File: config.mk
export PLATFORM = sky130hd
export DESIGN_NAME = map_irq_cyc
export DESIGN_NICKNAME = d
export VERILOG_FILES = /design/src/rtl/map_irq_cyc.sv
export SDC_FILE = /design/constraint.sdc
export NUM_CORES = 1
export LEC_CHECK = 0
export BUFFER_PORTS_ARGS = -buffer_cell sky130_fd_sc_hd__buf_2
export CELL_PAD_IN_SITES_DETAIL_PLACEMENT = 2
export CELL_PAD_IN_SITES_GLOBAL_PLACEMENT = 2
export CORE_UTILIZATION = 33
export DETAILED_ROUTE_END_ITERATION = 16
export PLACE_DENSITY = 0.89
export SLEW_MARGIN = 0
export SYNTH_ARGS = -nofsm -noshare
export SYNTH_HDL_FRONTEND = slang
export SYNTH_SLANG_ARGS = --single-unit
File: constraint.sdc
create_clock -name m2 -period 2.8 [get_ports m2]
set_input_delay 0.56 -clock m2 [delete_from_list [all_inputs] [get_ports m2]]
set_output_delay 0.56 -clock m2 [all_outputs]
set_load 0.01 [all_outputs]
File: src/rtl/map_irq_cyc.sv
// ---------------------------------------------------------------------------
// map_irq_cyc -- CPU-cycle IRQ mapper core for discrete-logic boards.
//
// One 8-bit bank register supplies the switchable PRG bank ($8000-$BFFF, with
// $C000-$FFFF fixed to the last bank) and the CHR bank for $1000-$1FFF.
// An M2-cycle counter raises IRQ in one of two modes:
//   MODE=0 legacy free-run : irq = counter MSB, any $C000-$FFFF write clears it
//   MODE=1 reload/one-shot : programmable down-counter with a sticky flag
// All state moves on the falling edge of m2. Save-state access freezes the
// normal logic and exposes every register through ss_addr/ss_we/ss_rdat.
// Save-state write data is taken from cpu_dat.
//
// Ports
//   m2        in   clock, state updates on negedge
//   map_rst_n in   asynchronous reset, active-low
//   cpu_addr  in   CPU A14..A0
//   cpu_dat   in   CPU write data (also save-state write data)
//   cpu_rw    in   1=read, 0=write
//   cpu_ce    in   active-low $8000-$FFFF select
//   ppu_a12   in   PPU A12
//   ss_act    in   save-state mode, normal writes ignored while high
//   ss_we     in   save-state write strobe
//   ss_addr   in   save-state register index
//   ss_rdat   out  save-state readback (combinational)
//   prg_hi    out  PRG address bits above A13
//   chr_hi    out  CHR address bits above A11
//   irq       out  IRQ request, active-high
// ---------------------------------------------------------------------------
module map_irq_cyc #(
    parameter int CTR_W      = 11,
    parameter int PRG_BANK_W = 2,
    parameter int CHR_BANK_W = 4
) (
    input  logic                  m2,
    input  logic                  map_rst_n,
    input  logic [14:0]           cpu_addr,
    input  logic [7:0]            cpu_dat,
    input  logic                  cpu_rw,
    input  logic                  cpu_ce,
    input  logic                  ppu_a12,
    input  logic                  ss_act,
    input  logic                  ss_we,
    input  logic [7:0]            ss_addr,
    output logic [7:0]            ss_rdat,
    output logic [PRG_BANK_W-1:0] prg_hi,
    output logic [CHR_BANK_W-1:0] chr_hi,
    output logic                  irq
);

    localparam logic [CTR_W-1:0] CTR_ONE = 1;

    logic [7:0]       bank_reg,   bank_next;
    logic [2:0]       ctrl_reg,   ctrl_next;
    logic [CTR_W-1:0] reload_reg, reload_next;
    logic [CTR_W-1:0] ctr_reg,    ctr_next;
    logic             flag_reg,   flag_next;

    // Only the region select and the reload byte select are decoded.
    logic unused_addr_bits;
    assign unused_addr_bits = ^cpu_addr[12:1];

    // Zero-extended views used for byte-wide save-state and reload access.
    logic [15:0] ctr_wide, reload_wide;
    assign ctr_wide    = 16'(ctr_reg);
    assign reload_wide = 16'(reload_reg);

    logic ctrl_en, ctrl_mode, ctrl_auto;
    assign ctrl_en   = ctrl_reg[0];
    assign ctrl_mode = ctrl_reg[1];
    assign ctrl_auto = ctrl_reg[2];

    logic wr, wr_bank, wr_ctrl, wr_reload, ack;
    assign wr        = !cpu_rw && !cpu_ce && !ss_act;
    assign wr_bank   = wr && (cpu_addr[14:13] == 2'b00);
    assign wr_ctrl   = wr && (cpu_addr[14:13] == 2'b01);
    assign wr_reload = wr && (cpu_addr[14:13] == 2'b10);
    // Legacy mode treats the whole $C000-$FFFF range as acknowledge.
    assign ack       = wr && cpu_addr[14] && (cpu_addr[13] || !ctrl_mode);

    // A ctrl write takes effect on the enable in the same edge, so writing
    // EN=0 suppresses a coincident expiry.
    logic en_eff;
    assign en_eff = wr_ctrl ? cpu_dat[0] : ctrl_en;

    logic [15:0] tmp_wide;

    always_comb begin
        bank_next   = bank_reg;
        ctrl_next   = ctrl_reg;
        reload_next = reload_reg;
        ctr_next    = ctr_reg;
        flag_next   = flag_reg;
        tmp_wide    = 16'h0000;

        if (ss_act) begin
            if (ss_we) begin
                case (ss_addr)
                    8'd0: bank_next = cpu_dat;
                    8'd1: ctrl_next = cpu_dat[2:0];
                    8'd2: begin
                        tmp_wide       = ctr_wide;
                        tmp_wide[7:0]  = cpu_dat;
                        ctr_next       = tmp_wide[CTR_W-1:0];
                    end
                    8'd3: begin
                        tmp_wide       = ctr_wide;
                        tmp_wide[15:8] = cpu_dat;
                        ctr_next       = tmp_wide[CTR_W-1:0];
                    end
                    8'd4: begin
                        tmp_wide       = reload_wide;
                        tmp_wide[7:0]  = cpu_dat;
                        reload_next    = tmp_wide[CTR_W-1:0];
                    end
                    8'd5: begin
                        tmp_wide       = reload_wide;
                        tmp_wide[15:8] = cpu_dat;
                        reload_next    = tmp_wide[CTR_W-1:0];
                    end
                    8'd6: flag_next = cpu_dat[0];
                    default: ;
                endcase
            end
        end else begin
            // Counter step in the current mode.
            if (!ctrl_mode) begin
                ctr_next = ack ? '0 : ctr_reg + CTR_ONE;
            end else if (ack) begin
                flag_next = 1'b0;
                ctr_next  = reload_reg;
            end else if (en_eff) begin
                if (ctr_reg != '0) begin
                    ctr_next = ctr_reg - CTR_ONE;
                end else begin
                    flag_next = 1'b1;
                    ctr_next  = ctrl_auto ? reload_reg : '0;
                end
            end

            if (wr_bank)
                bank_next = cpu_dat;

            // The new reload value is only used at the next load event.
            if (wr_reload) begin
                tmp_wide = reload_wide;
                if (cpu_addr[0])
                    tmp_wide[15:8] = cpu_dat;
                else
                    tmp_wide[7:0]  = cpu_dat;
                reload_next = tmp_wide[CTR_W-1:0];
            end

            if (wr_ctrl) begin
                ctrl_next = cpu_dat[2:0];
                if (cpu_dat[1] != ctrl_mode) begin
                    ctr_next  = '0;
                    flag_next = 1'b0;
                end else if (!cpu_dat[0]) begin
                    flag_next = 1'b0;
                end
            end
        end
    end

    always_ff @(negedge m2 or negedge map_rst_n) begin
        if (!map_rst_n) begin
            bank_reg   <= '0;
            ctrl_reg   <= '0;
            reload_reg <= '0;
            ctr_reg    <= '0;
            flag_reg   <= 1'b0;
        end else begin
            bank_reg   <= bank_next;
            ctrl_reg   <= ctrl_next;
            reload_reg <= reload_next;
            ctr_reg    <= ctr_next;
            flag_reg   <= flag_next;
        end
    end

    assign prg_hi = cpu_addr[14] ? '1 : bank_reg[7 -: PRG_BANK_W];
    assign chr_hi = ppu_a12 ? bank_reg[CHR_BANK_W-1:0] : '0;
    assign irq    = ctrl_mode ? flag_reg : ctr_reg[CTR_W-1];

    always_comb begin
        case (ss_addr)
            8'd0:    ss_rdat = bank_reg;
            8'd1:    ss_rdat = {5'b0, ctrl_reg};
            8'd2:    ss_rdat = ctr_wide[7:0];
            8'd3:    ss_rdat = ctr_wide[15:8];
            8'd4:    ss_rdat = reload_wide[7:0];
            8'd5:    ss_rdat = reload_wide[15:8];
            8'd6:    ss_rdat = {7'b0, flag_reg};
            default: ss_rdat = 8'hFF;
        endcase
    end

endmodule

==> impl_metrics.toml, run 1 <==
[run_status]
outcome = "did not finish"
stop_stage = "clock tree synthesis"
stop_error = "[ERROR DPL-0033] detailed placement checks failed during check placement."

[logic_synthesis]
yosys_warnings = 0
syn_avg_cell_area_um2 = 8.083
syn-num-nets = 394
synth_top_area_cell = "dfrtn_1"
synth-main-ff-cell = "dfrtn_1"
netlist-cell-type-count = 66
syn_inst = 354
synth-edff-count = 0
async_reset_ff_frac = 1.000
synth_area_um2 = 2861
ys_seq_elements = 34
yosysSeqAreaShare = 0.2973
synth_area_leaders = "dfrtn_1, mux2_2, nand2_1, o21ai_0, nand3_1"
post-synth-top-count-cell = "nand2_1"
synthTopCellsByCount = "nand2_1, dfrtn_1, o21ai_0, nor2_1, mux2_2"
yosys.area.top_type_share = 0.2973

[clocking]
cts_buffers = 5
cts_buffer_depth = 2
cts_max_level = 2
post_cts_buffers = 31
cts_hold_buf = 0
cts_resized = 123
cts_sinks = 34
root_buffer = "clkbuf_8"

[place]
preCtsSetupSlack_ps = -1274
gp_congestion = 0.9054
hpwl_mm = 13.14
portBuffers = 40

[floorplan]
die_h_um = 95.12
rows = 33
die_w_um = 95.12
start_util = 0.3448
io-pin-count = 53
-- metrics by stage --
step | area [um^2] | std cells | hold WS, ps | setup TNS [ps] | util
3_5_place_dp | 4010 | 574 | 477.3 | -31380 | 0.4832
3_3_place_gp | 4010 | 574 | 450.0 | -26810 | 0.4832
2_1_floorplan | 3148 | 354 | 423.7 | -15790 | -
-- cell families after synthesis --
kind of cell	after synthesis	share of synthesized area
adder cells (fa/ha/maj)	2	0.008744
multiplexers	23	0.09270
AND/OR/NAND/NOR	127	0.2274
AO/OA/AOI/OAI	116	0.2838
buffers and inverters	42	0.05947
XOR/XNOR	10	0.03061
flip-flops	34	0.2973
==> run 2, diff against run 1 <==
Settings changed: CELL_PAD_IN_SITES_DETAIL_PLACEMENT 2 to default, CELL_PAD_IN_SITES_GLOBAL_PLACEMENT 2 to default, CORE_UTILIZATION 33 to 25, PLACE_DENSITY 0.89 to default, PLACE_DENSITY_LB_ADDON from default to 0.15.
==> run 2 against run 1 <==
Net effect: synthesized cell count unchanged; area after synthesis stayed put; the flow now finishes, with violations (negative setup slack).
==> impl_metrics.toml, run 2 <==
[logic_synthesis]
syn_inst = 354
syn_avg_cell_area_um2 = 8.083
ys_seq_elements = 34
synth-main-ff-cell = "dfrtn_1"
yosysSeqAreaShare = 0.2973
synth_area_um2 = 2861
synth_top_area_cell = "dfrtn_1"
synthTopCellsByCount = "nand2_1, dfrtn_1, o21ai_0, nor2_1, mux2_2"
yosys_warnings = 0
post-synth-top-count-cell = "nand2_1"
synth_area_leaders = "dfrtn_1, mux2_2, nand2_1, o21ai_0, nand3_1"
yosys.area.top_type_share = 0.2973
synth-edff-count = 0
syn-num-nets = 394
async_reset_ff_frac = 1.000
netlist-cell-type-count = 66

[critical_path]
crit_path_end_kind = "output pin"
cp_num_buf_inv = 1
cp_max_fo = 2
arrival_ps = 2970
r2r_start = "ctr_reg[0]"
setup.worst_path.class = "reg2out"
cpLargestDelayFamily = "multiplexers"
required_ps = 2240
r2r-end = "ctr_reg[0]"
ff2ff_path_depth = 9
crit_path_max_incr_delay_ps = 500
crit_chain = "mux4_2 -> o21ai_4 -> nand2_1 -> buf_2"
rrSetupSlack_ps = 190
critPathSlowestCell = "mux4_2"
cp-start-kind = "flip-flop"

[sta]
slew_headroom = 0.5702
timing.final.ws_setup_ps = -733.0
finalSetupViolCount = 49
hold_viol = 0
rsz0062_at_grt = "yes"
tns_ps = -15290
drv_slew = 0
clock_skew_ps = 2.624
worstMarginPinSlew_ps = 641.7

[detailed_routing]
drt_iter0_drc = 300
dr.pass1.iters = 5
vias_per_cell = 5.395
drc = 0
avgRoutedWirePerCell_um = 19.20
vias = 3458
drt-total-wl_mm = 12.30
ant_nets = 0

[finish]
drive_gt1_frac = 0.5349
ff_latch_area_um2 = 850.8
antenna_cells = 0
syn2layout_area_growth_pct = 73.15
stdcell_area_um2 = 4955
nFillCells = 1044
final_cell_mix = "buf_4, buf_6, nand2_1"
instances_no_fill = 641
final_common_cell = "buf_4"
num-nets-final = 540
multi_input_comb_area_um2 = 2372

[power_and_ir_drop]
p_total_uw = 2577
p_switching_uw = 971.1
p_leak_uw = 0.002142
irDropWorstVdd_mv = 0.2819
p_per_area_nw_per_um2 = 520.1
seqPwrFrac = 0.269
p_comb_frac = 0.508
p_int_uw = 1606
p_clk_frac = 0.223
p_sw_frac = 0.3768

[grt]
grt_max_degree = 35
antenna_found_initial = 0
first_global_vias = 3524
grt_pass1_wl_mm = 19.41
grt_overflow = 0
track_usage = 0.2205

[place]
dp_cells = 610
place_area_um2 = 4061
hpwl_mm = 9.317
gp_congestion = 0.8436
portBuffers = 40

[job]
cap_violations = 0

[clocking]
cts_buffer_depth = 2
cts_buffers = 5
cts_sinks = 34
cts_max_level = 2
path_clk_slew_ps = 40
cts_hold_buf = 0
tritoncts = "done"
root_buffer = "clkbuf_16"
clk-insertion-delay-late_ps = 310

[floorplan]
die_h_um = 109.0
core-area_um2 = 10980
die_w_um = 109.0
rows = 38
die-area_um2 = 11880
io-pin-count = 53
start_util = 0.2605

[min_path]
hold_path_class = "reg2reg"
hold_start = "bank_reg[4]"
hold_end = "bank_reg[4]"
holdPathStages = 1

[run_status]
violations = "negative setup slack"
outcome = "complete, but fails checks"
run 2: final cells by class:
cell class                      count  area share
Timing Repair Buffer              162      0.2705
Multi-Input combinational cell    279      0.4788
Inverter                           18     0.01389
Sequential cell                    34      0.1717
Clock inverter                      1    0.001010
Clock buffer                        7     0.02879
Tap cell                          140     0.03535
run 2: worst max path at each step:
| stage | cells after the start | slack [ps] | from | end |
|---|---|---|---|---|
| detailed placement | 7 | -880 | cpu_rw | ctr_reg[9] |
| global placement | 7 | -900 | cpu_rw | ctr_reg[9] |
| CTS | 4 | -720 | bank_reg[2] | ss_rdat[2] |
| global route | 4 | -740 | bank_reg[2] | ss_rdat[2] |
| floorplan | 7 | -730 | cpu_addr[14] | ctr_reg[6] |
| finish | 4 | -730 | bank_reg[2] | ss_rdat[2] |
run 2: cell families after synthesis:
group | after synthesis | share of synthesized area
simple gates | 127 | 0.2274
compound gates | 116 | 0.2838
buf+inv | 42 | 0.05947
flops | 34 | 0.2973
mux | 23 | 0.09270
xor+xnor | 10 | 0.03061
fa+ha+maj | 2 | 0.008744
run 2: power groups by stage:
stage,combinational [uW],clock [uW],sequential (uW)
after floorplan,629,0,684
after global placement,1080,0,692
after detailed placement,1060,0,691
after CTS,1240,581,688
after global routing,1400,599,705
final,1310,576,693
run 2: metrics by stage:
stage                     utilization  setup WS [ps]  hold WS (ps)
after global placement         0.3698         -897.7         451.3
after detailed placement       0.3698         -884.1         466.9
after CTS                      0.4315         -724.9         466.7
after floorplan                     -         -732.6         423.7
final                          0.4511         -733.0         480.6
after global routing           0.4511         -740.7         500.4
run 2: per-layer routing:
metal | global-route usage | routed length (um) | vias to the layer above | part of all wire
met3 | 0.05021 | 792 | 22 | 0.064
met4 | 0.09459 | 322 | 0 | 0.026
met5 | 0 | 0 | - | 0
met2 | 0.3585 | 5910 | 131 | 0.48
met1 | 0.2781 | 5279 | 1672 | 0.43
li1 | - | - | 1633 | -
run 2: repair_timing:
action,4_1_cts,5_1_grt
pin swaps,45,26
buffers inserted,18,10
gates resized for setup,95,34
cloned,1,0
setup endpoints to repair,49,49
No activity file was read; power rests on OpenSTA's default activity.
